===== src/rtl/stage2_decode.sv =====
// stage2_decode: decode stage of the multicycle CPU.
//   Captures the fetch-stage cache output into the IR and the MDR. Holds the
//   2**REG_AW-entry register file and latches the rs/rt operands into A/B.
//   Presents the decoded fields, the extended immediate and the instruction PC.
// Ports:
//   clk            rising-edge clock
//   reset          synchronous, active-high; clears IR, MDR, A, B, PC and the RF
//   control[21:0]  control word: [14] IRWrite, [13] RegWrite, [11] RegDst, [10] ExtOp
//   instr_data_in  instruction/data from the fetch stage cache
//   current_pc     PC from the fetch stage
//   wb_data        register-file write-back data
//   ir_out         Instruction Register
//   mdr_out        Memory Data Register (reloads every edge)
//   data_a/data_b  A/B operand registers (RF[rs]/RF[rt], reload every edge)
//   imm_ext        IR[15:0] sign-extended (ExtOp=1) or zero-extended (ExtOp=0)
//   opcode/funct   IR[31:26] / IR[5:0]
//   instr_pc       PC captured together with the IR
// Optional feature:
//   REG_BYPASS_EN  adds a write-first bypass from wb_data into A/B when the
//                  RF write address matches rs/rt (and is not r0).
module stage2_decode #(
  parameter int unsigned DATA_W = 32,
  parameter int unsigned REG_AW = 5
) (
  input  logic              clk,
  input  logic              reset,
  input  logic [21:0]       control,
  input  logic [DATA_W-1:0] instr_data_in,
  input  logic [31:0]       current_pc,
  input  logic [DATA_W-1:0] wb_data,
  output logic [DATA_W-1:0] ir_out,
  output logic [DATA_W-1:0] mdr_out,
  output logic [DATA_W-1:0] data_a,
  output logic [DATA_W-1:0] data_b,
  output logic [31:0]       imm_ext,
  output logic [5:0]        opcode,
  output logic [5:0]        funct,
  output logic [31:0]       instr_pc
);

  localparam int unsigned RF_DEPTH = 2 ** REG_AW;

  logic ir_write;
  logic reg_write;
  logic reg_dst;
  logic ext_op;

  assign ir_write  = control[14];
  assign reg_write = control[13];
  assign reg_dst   = control[11];
  assign ext_op    = control[10];

  // Remaining control bits belong to other stages.
  logic unused_control;
  assign unused_control = ^{control[21:15], control[12], control[9:0]};

  logic [DATA_W-1:0] ir_q, ir_d;
  logic [31:0]       pc_q, pc_d;
  logic [DATA_W-1:0] mdr_q;
  logic [DATA_W-1:0] a_q, a_d;
  logic [DATA_W-1:0] b_q, b_d;
  logic [DATA_W-1:0] rf_q [RF_DEPTH];

  logic [REG_AW-1:0] rs;
  logic [REG_AW-1:0] rt;
  logic [REG_AW-1:0] rd;
  logic [REG_AW-1:0] waddr;
  logic              rf_we;

  // All field decoding uses the IR currently held, so a write issued in the
  // same cycle as IRWrite targets the old instruction's rd/rt.
  assign rs    = ir_q[21 +: REG_AW];
  assign rt    = ir_q[16 +: REG_AW];
  assign rd    = ir_q[11 +: REG_AW];
  assign waddr = reg_dst ? rd : rt;
  assign rf_we = reg_write && (waddr != '0);

  always_comb begin
    ir_d = ir_q;
    pc_d = pc_q;
    if (ir_write) begin
      ir_d = instr_data_in;
      pc_d = current_pc;
    end
  end

  always_comb begin
    a_d = rf_q[rs];
    b_d = rf_q[rt];
`ifdef REG_BYPASS_EN
    if (rf_we && (waddr == rs)) a_d = wb_data;
    if (rf_we && (waddr == rt)) b_d = wb_data;
`endif
  end

  always_ff @(posedge clk) begin
    if (reset) begin
      ir_q  <= '0;
      pc_q  <= '0;
      mdr_q <= '0;
      a_q   <= '0;
      b_q   <= '0;
    end else begin
      ir_q  <= ir_d;
      pc_q  <= pc_d;
      mdr_q <= instr_data_in;
      a_q   <= a_d;
      b_q   <= b_d;
    end
  end

  // r0 is never written, so it reads 0 without a read-side mux.
  always_ff @(posedge clk) begin
    if (reset) begin
      for (int unsigned i = 0; i < RF_DEPTH; i++) begin
        rf_q[i] <= '0;
      end
    end else if (rf_we) begin
      rf_q[waddr] <= wb_data;
    end
  end

  assign ir_out   = ir_q;
  assign mdr_out  = mdr_q;
  assign data_a   = a_q;
  assign data_b   = b_q;
  assign instr_pc = pc_q;
  assign opcode   = ir_q[31:26];
  assign funct    = ir_q[5:0];
  assign imm_ext  = ext_op ? {{16{ir_q[15]}}, ir_q[15:0]} : {16'h0000, ir_q[15:0]};

endmodule

===== config.mk =====
export PLATFORM = sky130hd
export DESIGN_NAME = stage2_decode
export DESIGN_NICKNAME = d
export VERILOG_FILES = /design/src/rtl/stage2_decode.sv
export SDC_FILE = /design/constraint.sdc
export NUM_CORES = 2
export LEC_CHECK = 0
export BUFFER_PORTS_ARGS = -buffer_cell sky130_fd_sc_hd__buf_2
export CORE_MARGIN = 2
export CORE_UTILIZATION = 40
export CTS_BUF_LIST = sky130_fd_sc_hd__clkbuf_8
export DETAILED_ROUTE_END_ITERATION = 16
export PLACE_DENSITY = 0.57
export SYNTH_ARGS = -nofsm -noshare
export SYNTH_HDL_FRONTEND = slang
export SYNTH_SLANG_ARGS = --single-unit

===== constraint.sdc =====
create_clock -name clk -period 4.37 [get_ports clk]
set_input_delay 0.874 -clock clk [delete_from_list [all_inputs] [get_ports clk]]
set_output_delay 0.874 -clock clk [all_outputs]
set_load 0.02 [all_outputs]

# Word-level counts from Yosys, hierarchy flattened
# Memories as Yosys holds them, arrays and structs flattened. A register that Yosys moved wholly into a read port is not among the register bits.
# Index checks and enable logic that the tools add are counted.
# totals
ff_bits	96
latch_bits	0
mem_bits_rw	1024
romBits	0
in_bits	120
output_inout_bits	204
elab_cells	17
memories	1
# classes
add_sub_neg	0
n_mul	0
n_div	0
magnitude_cmp	0
n_eq_ne	0
shift	0
muxes	10
bitwise	0
reduce_logical	3
# memory_table
memory	words	word_bits	read_ports	rd_ports_with_merged_regs	write_ports	line_no	rtl
rf_q	32	32	2	2	32	62	logic [DATA_W-1:0] rf_q [RF_DEPTH];
# ops
cell	n
$mux 32	2
$reduce_or 32->1	1
$mux 5	2
$mux 1	6
$reduce_bool 5->1	1
$logic_and 1x1->1	1

# Depth between registers and ports, before layout
# logic_depth
depth_word	8
ltp_mapped	8
mapped_depth_nobuf	4

# Worst setup path before layout
# No wires, ideal clock.
# synth_path
path_kind	input-to-reg
start	in control[11]
end	mem rf_q[14][0], enable pin
setup_ps	375
t_arrival_ps	2322
required_ps	3995
path_slack_ps	1673
stages	5
n_path_buf	1
cell_sequence	buf_2 -> nor3b_1 -> a31oi_4 -> nor3_2 -> or2_2
# synth_lines
item	line_no	rtl
from (decl)	27	input logic [21:0] control,
to (decl)	62	

# Worst setup path after layout
# layout_path
start	reg ir_q[23] (netlist: ir_out[23])
end	out ir_out[23]
# layout_lines
item	line_no	rtl
from (decl)	57	logic [DATA_W-1:0] ir_q, ir_d;
from (signal assigned)	104	ir_q <= ir_d;
to (decl)	31	output logic [DATA_W-1:0] ir_out,
# No word-level cell between the ends.

==> flow_metrics.tcl <==
set metrics [dict create \
    cap_violations 0 \
    placed_cell_area_um2 63000 \
    period_share_pct 79.2 \
    synth_edf_count 1024 \
    cts_resized 0 \
    grt_max_degree 139 \
    ys_seq_area_share_pct 56.8 \
    final_util_pct 45.3 \
    cp_slowest_cell "dfxtp_4" \
    p_switching_w 0.00708 \
    start_kind "register" \
    ir_drop_uv 257 \
    grt_pass1_vias 36885 \
    dr_wl_met2_um 92800 \
    path_cells "buf_12 > buf_4 > buf_2" \
    finalHoldViolCount 0 \
    drive_above_1_share_pct 29.4 \
    setup_viol 0 \
    fmax_ghz 0.289 \
    min_to "mdr_out[15]" \
    timing.hold.ws_ns 0.162 \
    hpwlAfterDp_um 118000 \
    clockPowerShare_pct 38.8 \
    area_growth_syn_to_layout_pct 12.3 \
    hp-start "instr_data_in[15]" \
    syn_inst 3949 \
    mostFrequentLayoutCells "edfxtp_1 (1024), and2_1 (995), mux4_2 (448)" \
    clock_sinks 1184 \
    htree_levels 4 \
    ios 324 \
    powerDensity_nw_per_um2 395 \
    hold_buffers 0 \
    synth_area_leaders "edfxtp_1 (51%), mux4_2 (17%), and2_1 (10%)" \
    cts_root_buf "clkbuf_8" \
    crit_buf_inv 3 \
    overflow 0 \
    fin_tns_setup_ns 0 \
    worstReg2RegStart "ir_out[16]" \
    ant_nets 0 \
    power_leakage_nw 24.6 \
    grt_antenna_before_repair 22 \
    min_delay_path_depth 2 \
    die_area_um2 152000 \
    worst_pin_slew_ns 1.35 \
    grt_use_total_pct 25.3 \
    p_int_w 0.0194 \
    critPathMaxFanout 57 \
    path_clk_slew_ns 0.06 \
    postSynthAreaPerCell_um2 15.1 \
    finalMaxSlewViolations 0 \
    drc 0 \
    rows 141 \
    p_seq_share_pct 49.2 \
    vias 36753 \
    fin_skew_ns 0.0659 \
    synth_area_um2 59700 \
    yosys.area.top_type_share_pct 51.5 \
    critPathRequiredTime_ns 3.50 \
    wl_met3_um 16700 \
    stdcell_area_um2 67100 \
    initial_utilization_pct 40.4 \
    synthFlopType "edfxtp_1" \
    crit_path_max_incr_delay_ns 0.61 \
    die_height_um 390 \
    port_buffers 305 \
    core_um2 148000 \
    regToRegSetupSlack_ns 1.17 \
    drt_iter0_markers 4262 \
    firstDrtPassIters 5 \
    rsz0062_at_grt "no" \
    finalWirelength_um 194000 \
    yosysTopAreaCell "edfxtp_1" \
    synth-seq-cells 1184 \
    cts_buffers 205 \
    pwr-share-comb_pct 12.0 \
    synth_warnings 0 \
    gp_congestion 0.831 \
    worstHoldPathType "input port to register" \
    cpLargestDelayFamily "buffers and inverters" \
    m1WireLength_um 77900 \
    clk_latency_ns 0.94 \
    cts_tree "built" \
    crit_type "register to primary output" \
    r2r_end "rf_q[13][8]" \
    worstSetupEndpointType "primary output" \
    outcome "finished, final reports clean" \
    final_common_cell "edfxtp_1" \
    highest_layer "met5" \
    wl_per_cell_um 30.9 \
    worstPathArrival_ns 2.59 \
    synthArstFlopShare_pct 0 \
    die_w_um 390 \
    synth.distinct_cells 46 \
    cts_setup_buffers 0 \
    cts_buffer_depth 3 \
    layout_min_cycle_time_ns 3.46 \
    grt_pass1_wl_um 273000 \
    switching_share_pct 26.7 \
    reg2reg_depth 5 \
    slew_headroom_pct 9.86 \
    vias_per_cell 5.84 \
    final_nets 4307 \
]
state kept, by name (all words and copies together), names as in the netlist:
register / cells
data_a: 32
instr_pc: 32
data_b: 32
rf_q: 1024
ir_out: 32
mdr_out: 32
power by group through the flow:
stage	sequential, W	clock, W	combinational, W
6_report	0.0131	0.0103	0.00319
5_1_grt	0.0131	0.0110	0.00332
4_1_cts	0.0130	0.0105	0.00320
3_5_place_dp	0.0133	0	0.00319
3_3_place_gp	0.0133	0	0.00319
2_1_floorplan	0.0133	0	0.00186
how the worst max path moves through the flow:
stage,slack (ns),cells after the start,startpoint,to
5_1_grt,0.82,3,ir_out[23],ir_out[23]
6_report,0.91,3,ir_out[23],ir_out[23]
2_1_floorplan,1.67,5,control[11],rf_q[14][0]
4_1_cts,0.84,3,ir_out[23],ir_out[23]
3_5_place_dp,0.56,7,control[11],rf_q[4][5]
3_3_place_gp,0.59,7,control[11],rf_q[4][10]
through the flow:
stage | total power (W) | setup WS (ns) | std cells
6_report | 0.0265 | 0.911 | 6292
5_1_grt | 0.0274 | 0.822 | 6290
4_1_cts | 0.0267 | 0.842 | 6288
3_5_place_dp | 0.0165 | 0.565 | 5910
3_3_place_gp | 0.0164 | 0.593 | 5910
2_1_floorplan | 0.0152 | 1.67 | 3980
metal layers:
metal | up-vias | global-route usage (%)
li1 | 15519 | -
met1 | 18966 | 33.7
met2 | 1908 | 40.8
met3 | 350 | 5.10
met4 | 10 | 9.42
met5 | - | 0
logic make-up (layout without fill, tap and decap cells):
group | after synthesis | after routing | share of synthesized area, %
flops | 1184 | 1184 | 56.8
other cells | 1 | 36 | 0.00628
compound gates | 314 | 314 | 4.13
buf+inv | 459 | 837 | 4.29
simple gates | 1218 | 1218 | 12.4
mux | 773 | 773 | 22.4
layout make-up:
cell class | instances | area, um2
fill | 12922 | 80900
sequential | 1184 | 34000
multi-input combinational | 2337 | 23600
clock buffer | 234 | 3220
timing repair buffer | 455 | 2990
tap | 1930 | 2410
clock inverter | 144 | 907
inverter | 4 | 20.0
antenna | 4 | 10.0
cell usage after synthesis (3+ instances only):
master	number
a221o_1	64
a221oi_1	46
a22oi_1	64
a31oi_1	64
and2_1	994
and3b_1	4
buf_1	11
buf_12	3
buf_2	81
buf_4	90
buf_6	35
buf_8	4
clkbuf_1	198
clkbuf_2	31
dfxtp_1	160
edfxtp_1	1024
inv_1	4
mux2i_1	322
mux4_2	448
nand2_1	36
nor2_1	89
nor2_4	8
nor2b_1	39
nor3_2	4
nor3b_1	3
o2111ai_1	18
o211ai_1	4
o21ai_0	45
or2_2	31
Note: power is estimated with default switching activity, not from simulation.
